--- src/rtl/channel_sample_timer.sv ---
// channel_sample_timer
//
// Per-channel sample-rate generator. Emits a one-cycle sample strobe every
// psc+1 system clocks while enabled, together with a wrapping waveform
// read address in 0..len.
//
// Optional build macro: CST_SHADOW_EN
//   defined   - prescaler/length shadows reload only on enable and at each
//               sample boundary, so mid-period writes are invisible.
//   undefined - shadows follow psc_i/len_i on every clock edge.
//
// Ports:
//   sys_clk_i      system clock, rising edge
//   sys_rst_i      asynchronous active-low reset
//   en_i           channel run enable (level)
//   psc_i          prescaler; sample period = psc_i + 1 clocks
//   len_i          last valid sample address (waveform length - 1)
//   sample_tick_o  one-cycle strobe: fetch sample at sample_addr_o
//   sample_addr_o  current waveform sample address
//   wrap_o         one-cycle strobe on the tick that returns address to 0
//   run_o          high while running
module channel_sample_timer #(
    parameter int unsigned PSC_WIDTH  = 16,
    parameter int unsigned ADDR_WIDTH = 10
) (
    input  logic                  sys_clk_i,
    input  logic                  sys_rst_i,
    input  logic                  en_i,
    input  logic [PSC_WIDTH-1:0]  psc_i,
    input  logic [ADDR_WIDTH-1:0] len_i,
    output logic                  sample_tick_o,
    output logic [ADDR_WIDTH-1:0] sample_addr_o,
    output logic                  wrap_o,
    output logic                  run_o
);

    typedef enum logic {StIdle, StRun} state_e;

    state_e                state_q, state_d;
    logic [PSC_WIDTH-1:0]  cnt_q, cnt_d;
    logic [PSC_WIDTH-1:0]  psc_sh_q, psc_sh_d;
    logic [ADDR_WIDTH-1:0] len_sh_q, len_sh_d;
    logic [ADDR_WIDTH-1:0] addr_q, addr_d;
    logic                  tick_q, tick_d;
    logic                  wrap_q, wrap_d;
    logic                  boundary;

    // >= rather than == so a shrinking prescaler can never strand the counter.
    assign boundary = (cnt_q >= psc_sh_q);

    // State register and registered outputs
    always_ff @(posedge sys_clk_i or negedge sys_rst_i) begin
        if (!sys_rst_i) begin
            state_q  <= StIdle;
            cnt_q    <= '0;
            psc_sh_q <= '0;
            len_sh_q <= '0;
            addr_q   <= '0;
            tick_q   <= 1'b0;
            wrap_q   <= 1'b0;
        end else begin
            state_q  <= state_d;
            cnt_q    <= cnt_d;
            psc_sh_q <= psc_sh_d;
            len_sh_q <= len_sh_d;
            addr_q   <= addr_d;
            tick_q   <= tick_d;
            wrap_q   <= wrap_d;
        end
    end

    // Next-state logic
    always_comb begin
        state_d = state_q;
        unique case (state_q)
            StIdle:  if (en_i)  state_d = StRun;
            StRun:   if (!en_i) state_d = StIdle;
            default: state_d = StIdle;
        endcase
    end

    // Datapath / output next values
    always_comb begin
        cnt_d  = cnt_q;
        addr_d = addr_q;
        tick_d = 1'b0;
        wrap_d = 1'b0;
`ifdef CST_SHADOW_EN
        psc_sh_d = psc_sh_q;
        len_sh_d = len_sh_q;
`else
        psc_sh_d = psc_i;
        len_sh_d = len_i;
`endif
        unique case (state_q)
            StIdle: begin
                if (en_i) begin
                    // Start tick presents sample 0 immediately.
                    cnt_d    = '0;
                    addr_d   = '0;
                    tick_d   = 1'b1;
                    psc_sh_d = psc_i;
                    len_sh_d = len_i;
                end
            end
            StRun: begin
                if (!en_i) begin
                    // Disable wins over a coincident boundary; address is held.
                    cnt_d = '0;
                end else if (boundary) begin
                    cnt_d  = '0;
                    tick_d = 1'b1;
                    if (addr_q >= len_sh_q) begin
                        addr_d = '0;
                        wrap_d = 1'b1;
                    end else begin
                        addr_d = addr_q + 1'b1;
                    end
`ifdef CST_SHADOW_EN
                    psc_sh_d = psc_i;
                    len_sh_d = len_i;
`endif
                end else begin
                    cnt_d = cnt_q + 1'b1;
                end
            end
            default: cnt_d = '0;
        endcase
    end

    assign sample_tick_o = tick_q;
    assign sample_addr_o = addr_q;
    assign wrap_o        = wrap_q;
    assign run_o         = (state_q == StRun);

endmodule
--- config.mk ---
export PLATFORM = sky130hd
export DESIGN_NAME = channel_sample_timer
export DESIGN_NICKNAME = d
export VERILOG_FILES = /design/src/rtl/channel_sample_timer.sv
export SDC_FILE = /design/constraint.sdc
export NUM_CORES = 1
export LEC_CHECK = 0
export ABC_AREA = 1
export BUFFER_PORTS_ARGS = -buffer_cell sky130_fd_sc_hd__buf_2
export CORE_UTILIZATION = 25
export DETAILED_ROUTE_END_ITERATION = 6
export GPL_TIMING_DRIVEN = 0
export HOLD_SLACK_MARGIN = 0.1
export PLACE_DENSITY = 0.47
export SLEW_MARGIN = 20
export SYNTH_ARGS = -nofsm -noshare
export SYNTH_HDL_FRONTEND = slang
export SYNTH_SLANG_ARGS = --single-unit
--- constraint.sdc ---
create_clock -name sys_clk_i -period 1.6 [get_ports sys_clk_i]
set_input_delay 0.16 -clock sys_clk_i [delete_from_list [all_inputs] [get_ports sys_clk_i]]
set_output_delay 0.16 -clock sys_clk_i [all_outputs]
set_load 0.01 [all_outputs]
==> results_dict.tcl, run 1 <==
set metrics [dict create \
    status "finished with violations" \
    violations "DRC, setup timing" \
    dr.pass1.iters 6 \
    critPathKind "flop to flop" \
    wl_per_cell_um 11.84 \
    worst_pin_slew_ns 0.7324 \
    start_util_pct 26.02 \
    cts_max_level 2 \
    io_buffers 41 \
    cap_violations 0 \
    switching_share_pct 25.79 \
    die_x_um 111.7 \
    worstHoldPathType "input pin to flop" \
    syn_area_um2 3009 \
    finClkSkew_ns 0.004738 \
    cts_buffer_depth 2 \
    finalSetupViolCount 26 \
    startpoint_type "flop" \
    grt_use_total_pct 11.81 \
    p_leak_nw 2.150 \
    antenna_left 0 \
    rsz0062_at_grt "yes" \
    power_density_nw_per_um2 721.0 \
    post-dp-hpwl_um 4475 \
    synth_edf_count 0 \
    crit_path_max_incr_delay_ns 0.42 \
    grt_max_degree 56 \
    hold_start "en_i" \
    cts_buffers 5 \
    synth-main-ff-cell "dfrtp_1" \
    die-area_um2 12480 \
    layout-drive-gt1-share_pct 35.70 \
    fin_nets 508 \
    gr-total-overflow 0 \
    path_max_fanout 5 \
    syn_avg_cell_area_um2 8.747 \
    crit_arrival_ns 1.94 \
    yosysSeqAreaShare_pct 45.74 \
    num_vias 2538 \
    routed_wl_um 7031 \
    fp.dieH_um 111.7 \
    grt_pass1_wl_um 11680 \
    core-area_um2 11560 \
    ios 42 \
    slew_viol_final 0 \
    antenna_found_initial 0 \
    clock_sinks 55 \
    ys_ff_latch 55 \
    cp_cell_sequence "ha_4 -> nand4_1 -> nor2_2 -> nand2_4 -> nand3_4 -> nand2_4 -> buf_6 -> nand2_1 -> nand2_1" \
    clk_pin_slew_worst_paths_ns 0.07 \
    cts_tree "yes" \
    synthDistinctLibCells 31 \
    antenna_cells 0 \
    critPathSlowestCell "dfrtp_1" \
    max_freq_mhz 570.2 \
    place_area_um2 3408 \
    setup.worst_path.start "cnt_q[13]" \
    async_reset_ff_share_pct 100.0 \
    fill_cells 1183 \
    totalPowerFinal_mw 3.167 \
    p_clk_share_pct 34.8 \
    critPathRequiredTime_ns 1.79 \
    period_share_pct 109.6 \
    gp_congestion 0.7408 \
    hold_viol 0 \
    synth-warning-count 0 \
    setup_ws_ns -0.1537 \
    rows 39 \
    rr_startpoint "cnt_q[13]" \
    grt_pass1_vias 2539 \
    ir_drop_mv 0.3842 \
    power_switching_uw 816.9 \
    period_needed_ns 1.754 \
    fin_area_um2 4393 \
    worst_skew_pair.late_latency_ns 0.29 \
    first_iter_violations 96 \
    cts-root-buf "clkbuf_16" \
    vias_per_cell 4.273 \
    syn_to_final_growth_pct 45.99 \
    intPower_mw 2.350 \
    synth_cells 344 \
    power_frac_comb_pct 17.6 \
    pwr-share-seq_pct 47.7 \
    endpoint_kind "flop" \
    slew-limit-headroom_pct 51.17 \
    drc 3 \
    syn-num-nets 401 \
    finish.utilization_pct 37.99 \
]
-- stage by stage --
stage	std cells	TNS (ns)	setup slack (ns)	hold WS [ns]
floorplan	344	0	0.006388	-0.1356
global placement	528	-4.990	-0.2496	0.2679
detailed placement	528	-5.289	-0.2540	0.2693
CTS	585	-2.655	-0.1432	0.3440
global route	594	-5.814	-0.2836	0.3926
finish	594	-2.331	-0.1537	0.3700
-- sequential cells by signal, indices dropped and copies added (netlist names) --
signal,cells
cnt_q,16
psc_sh_q,16
len_sh_q,10
sample_addr_o,10
run_o,1
sample_tick_o,1
wrap_o,1
-- synth_stat cells (2+ instances only) --
cell,n,share of area [%]
inv_1,56,7.0
nand3_1,20,3.3
a21oi_1,9,1.5
xnor2_1,5,1.5
nand2_1,80,10
nor3_1,2,0.33
o21ai_0,3,0.50
o21ai_1,6,1.0
o21bai_1,2,0.50
xor2_1,9,2.6
nand4_1,4,0.83
ha_1,28,12
nand2_2,4,0.83
nor2_1,25,3.1
dfrtp_1,55,46
nor2_4,3,1.1
o22ai_1,7,1.5
nand3_2,6,2.0
buf_4,2,0.50
nor2_2,5,1.0
o21ai_2,3,0.87
-- per-layer routing --
metal | global-route usage, % | vias to the layer above | routed length [um]
li1 | - | 1308 | -
met1 | 14.52 | 1184 | 3272
met2 | 20.29 | 39 | 3398
met3 | 2.613 | 7 | 264
met4 | 4.144 | 0 | 96
met5 | 0 | - | 0
-- cells in the final DEF, fill, tap and decap left out, drive strengths merged --
| cell type | count |
|---|---|
| clkbuf | 7 |
| o21a | 1 |
| o22ai | 7 |
| nand4 | 6 |
| ha | 28 |
| buf | 75 |
| o21bai | 2 |
| nor3 | 2 |
| nor3b | 1 |
| nand2 | 84 |
| and3 | 1 |
| nor4 | 1 |
| a21o | 1 |
| xor2 | 9 |
| inv | 56 |
| o31ai | 1 |
| a21oi | 9 |
| xnor2 | 5 |
| dfrtp | 55 |
| clkinv | 1 |
| nor2 | 33 |
| o21ai | 12 |
| nand3 | 26 |
| dlygate4sd3 | 28 |
-- power groups by stage --
stage | Combinational (mW) | Clock (mW) | Sequential [mW]
2_1_floorplan | 0.199 | 0 | 1.54
3_3_place_gp | 0.326 | 0 | 1.55
4_1_cts | 0.493 | 1.15 | 1.51
6_report | 0.556 | 1.10 | 1.51
3_5_place_dp | 0.331 | 0 | 1.55
5_1_grt | 0.632 | 1.22 | 1.52
-- final cells by class --
type                            count  area [um2]  area share [%]
Buffer                              5       46.29           1.054
Multi-Input combinational cell    229        1677           38.17
Clock inverter                      1       5.005          0.1139
Sequential cell                    55        1385           31.53
Clock buffer                        6       138.9           3.161
Tap cell                          143       178.9           4.073
Inverter                           56       210.2           4.785
Timing Repair Buffer               99       752.0           17.12
-- worst max-delay path: cells and delay by family (launching register included) --
kind / cells / cell delay [ns]
and+or+nand+nor: 7 / 0.80
DFF: 1 / 0.42
adders and majority gates: 1 / 0.28
buffers and inverters: 1 / 0.14
-- kinds of logic (layout without fill, tap and decap cells) --
group           after synthesis  in the layout  synth area share (%)
flops                        55             55                 45.74
buf+inv                      61            167                 8.149
compound gates               33             33                 6.570
fa+ha+maj                    28             28                 11.64
simple gates                153            154                 23.83
xor+xnor                     14             14                 4.075
-- repair_timing --
action,CTS,global route
pin swaps,16,16
setup endpoints to repair,26,28
resized for setup,37,34
gates cloned,3,1
hold buffers,28,0
hold endpoints to repair,82,0
buffers inserted,19,8
-- path summary, 6_finish.rpt --
kind	depth (start not counted)	slack, ns	endpoint
min in group asynchronous	2	0.47	psc_sh_q[11]
max in group asynchronous	2	0.60	sample_addr_o[5]
max	9	-0.15	sample_addr_o[6]
max reg2reg	9	-0.15	sample_addr_o[6]
min reg2reg	2	0.56	sample_addr_o[8]
min	4	0.37	cnt_q[8]
No activity file was read; power rests on OpenSTA's default activity.
==> run 2: changes to the inputs <==
--- a/config.mk
+++ b/config.mk
@@ -11,7 +11,7 @@
 export DETAILED_ROUTE_END_ITERATION = 6
 export GPL_TIMING_DRIVEN = 0
 export HOLD_SLACK_MARGIN = 0.1
-export PLACE_DENSITY = 0.47
+export PLACE_DENSITY = 0.45
 export SLEW_MARGIN = 20
 export SYNTH_ARGS = -nofsm -noshare
 export SYNTH_HDL_FRONTEND = slang
==> constraint.sdc (replaced) <==
create_clock -name sys_clk_i -period 2.2 [get_ports sys_clk_i]
set_input_delay 0.22 -clock sys_clk_i [delete_from_list [all_inputs] [get_ports sys_clk_i]]
set_output_delay 0.22 -clock sys_clk_i [all_outputs]
set_load 0.01 [all_outputs]
==> run 2 against run 1 <==
Net effect: the flow now finishes without violations; cell area shrank 13%; register-to-register slack gained 0.47 ns; critical endpoint is now sample_addr_o[3]; critical path type unchanged; die area is the same; largest cell class unchanged; global-route usage shrank 0.66 points.
==> results_dict.tcl, run 2 (same netlist as run 1, synthesis figures left out) <==
set metrics [dict create \
    slew-limit-headroom_pct 51.72 \
    finalSetupViolCount 0 \
    worst_pin_slew_ns 0.7242 \
    fin_nets 477 \
    cts_buffer_depth 2 \
    power_density_nw_per_um2 570.5 \
    hold_ws_ns 0.5182 \
    crit_arrival_ns 2.06 \
    fill_cells 1214 \
    grt_max_degree 56 \
    postCtsSetupBuffers 0 \
    period_needed_ns 1.884 \
    antenna_found_initial 0 \
    slew_viol_final 0 \
    vias_per_cell 4.204 \
    ir_drop_mv 0.3371 \
    endpoint_kind "flop" \
    setup_tns_ns 0 \
    cts_tree "yes" \
    drc 0 \
    gr-total-overflow 0 \
    setup_ws_ns 0.3165 \
    post-dp-hpwl_um 4576 \
    clk_pin_slew_worst_paths_ns 0.07 \
    num_vias 2367 \
    wl_per_cell_um 11.23 \
    p_leak_nw 1.929 \
    grt_pass1_vias 2392 \
    worst_skew_pair.late_latency_ns 0.29 \
    io_buffers 41 \
    syn_to_final_growth_pct 26.94 \
    layout-drive-gt1-share_pct 17.86 \
    worstHoldPathType "input pin to async pin" \
    period_share_pct 85.62 \
    start_util_pct 26.02 \
    cts_max_level 2 \
    max_freq_mhz 530.9 \
    die_x_um 111.7 \
    cts-root-buf "clkbuf_16" \
    rows 39 \
    critPathRequiredTime_ns 2.38 \
    rsz0062_at_grt "no" \
    startpoint_type "flop" \
    grt_pass1_wl_um 11240 \
    fp.dieH_um 111.7 \
    path_max_fanout 10 \
    reg.largest.list "cnt_q x16, psc_sh_q x16" \
    core-area_um2 11560 \
    final_common_cell "nand2_1" \
    first_iter_violations 126 \
    cts_buffers 5 \
    finClkSkew_ns 0.008031 \
    cts_resized 0 \
    gp_congestion 0.7800 \
    ctsHoldBuffers 28 \
    die-area_um2 12480 \
    hold_viol 0 \
    dp_slack_ns 0.2859 \
    antenna_cells 0 \
    clock_sinks 55 \
    cap_violations 0 \
    dr.pass1.iters 4 \
    grt_use_total_pct 11.15 \
    routed_wl_um 6324 \
    antenna_left 0 \
    status "completed" \
    ios 42 \
    critPathKind "flop to flop" \
    final_cell_mix "nand2_1 (80), inv_1 (56), dfrtp_1 (55)" \
]
[run 2: changes by cell type in the layout (fill, tap and decap cells not counted), sizes merged]
cell,change
buf,-30
nand4,-1
[run 2: cell type report]
cell class	count	area, um2	area share [%]
plain buffers	5	35.03	0.9171
clock buffers	6	138.9	3.636
clock inverters	1	5.005	0.1310
inverters	56	210.2	5.503
multi-input cells	228	1388	36.32
flip-flops and latches	55	1376	36.03
well taps	143	178.9	4.684
repair buffers	69	488.0	12.77
[run 2: final timing paths]
check | start | endpoint | slack [ns] | depth (start not counted)
min in group sys_clk_i | psc_i[13] | psc_sh_q[13] | 0.56 | 2
worst max register to register | cnt_q[2] | sample_addr_o[3] | 0.32 | 12
worst max-delay path | cnt_q[2] | sample_addr_o[3] | 0.32 | 12
max in group asynchronous | sys_rst_i | cnt_q[12] | 1.18 | 2
worst min register to register | cnt_q[13] | cnt_q[13] | 0.56 | 2
worst min-delay path | sys_rst_i | psc_sh_q[15] | 0.52 | 2
[run 2: per-stage QoR]
stage | area [um2] | util, % | cells | total power [mW]
after global routing | 3820 | 33.03 | 563 | 2.306
after global placement | 3393 | 29.34 | 528 | 1.358
after detailed placement | 3396 | 29.36 | 528 | 1.364
after CTS | 3820 | 33.03 | 563 | 2.228
final | 3820 | 33.03 | 563 | 2.179
after floorplan | 3009 | - | 344 | 1.261
[run 2: worst max-delay path, stage by stage (launching register included)]
cell     delay (ns)
dfrtp_1        0.45
ha_1           0.32
nand2_1        0.08
nor2_1         0.05
nor2_1         0.08
nand2_1        0.06
nand2_1        0.05
nand2_1        0.08
nand2_2        0.12
nand3_2        0.13
buf_4          0.21
nand3_1        0.08
nand2_1        0.06
[run 2: metal layers]
layer / up-vias / share of wire [%] / track usage, %
li1: 1245 / - / -
met1: 1082 / 51 / 15.31
met2: 34 / 45 / 18.22
met3: 6 / 3.4 / 1.633
met4: 0 / 1.2 / 3.153
met5: - / 0 / 0
[run 2: power breakdown]
group          total (mW)  leakage, nW  internal [mW]  switching [mW]
Clock               0.808       0.0727          0.446           0.362
Sequential           1.10        0.700           1.06          0.0428
Combinational       0.270         1.16          0.127           0.143
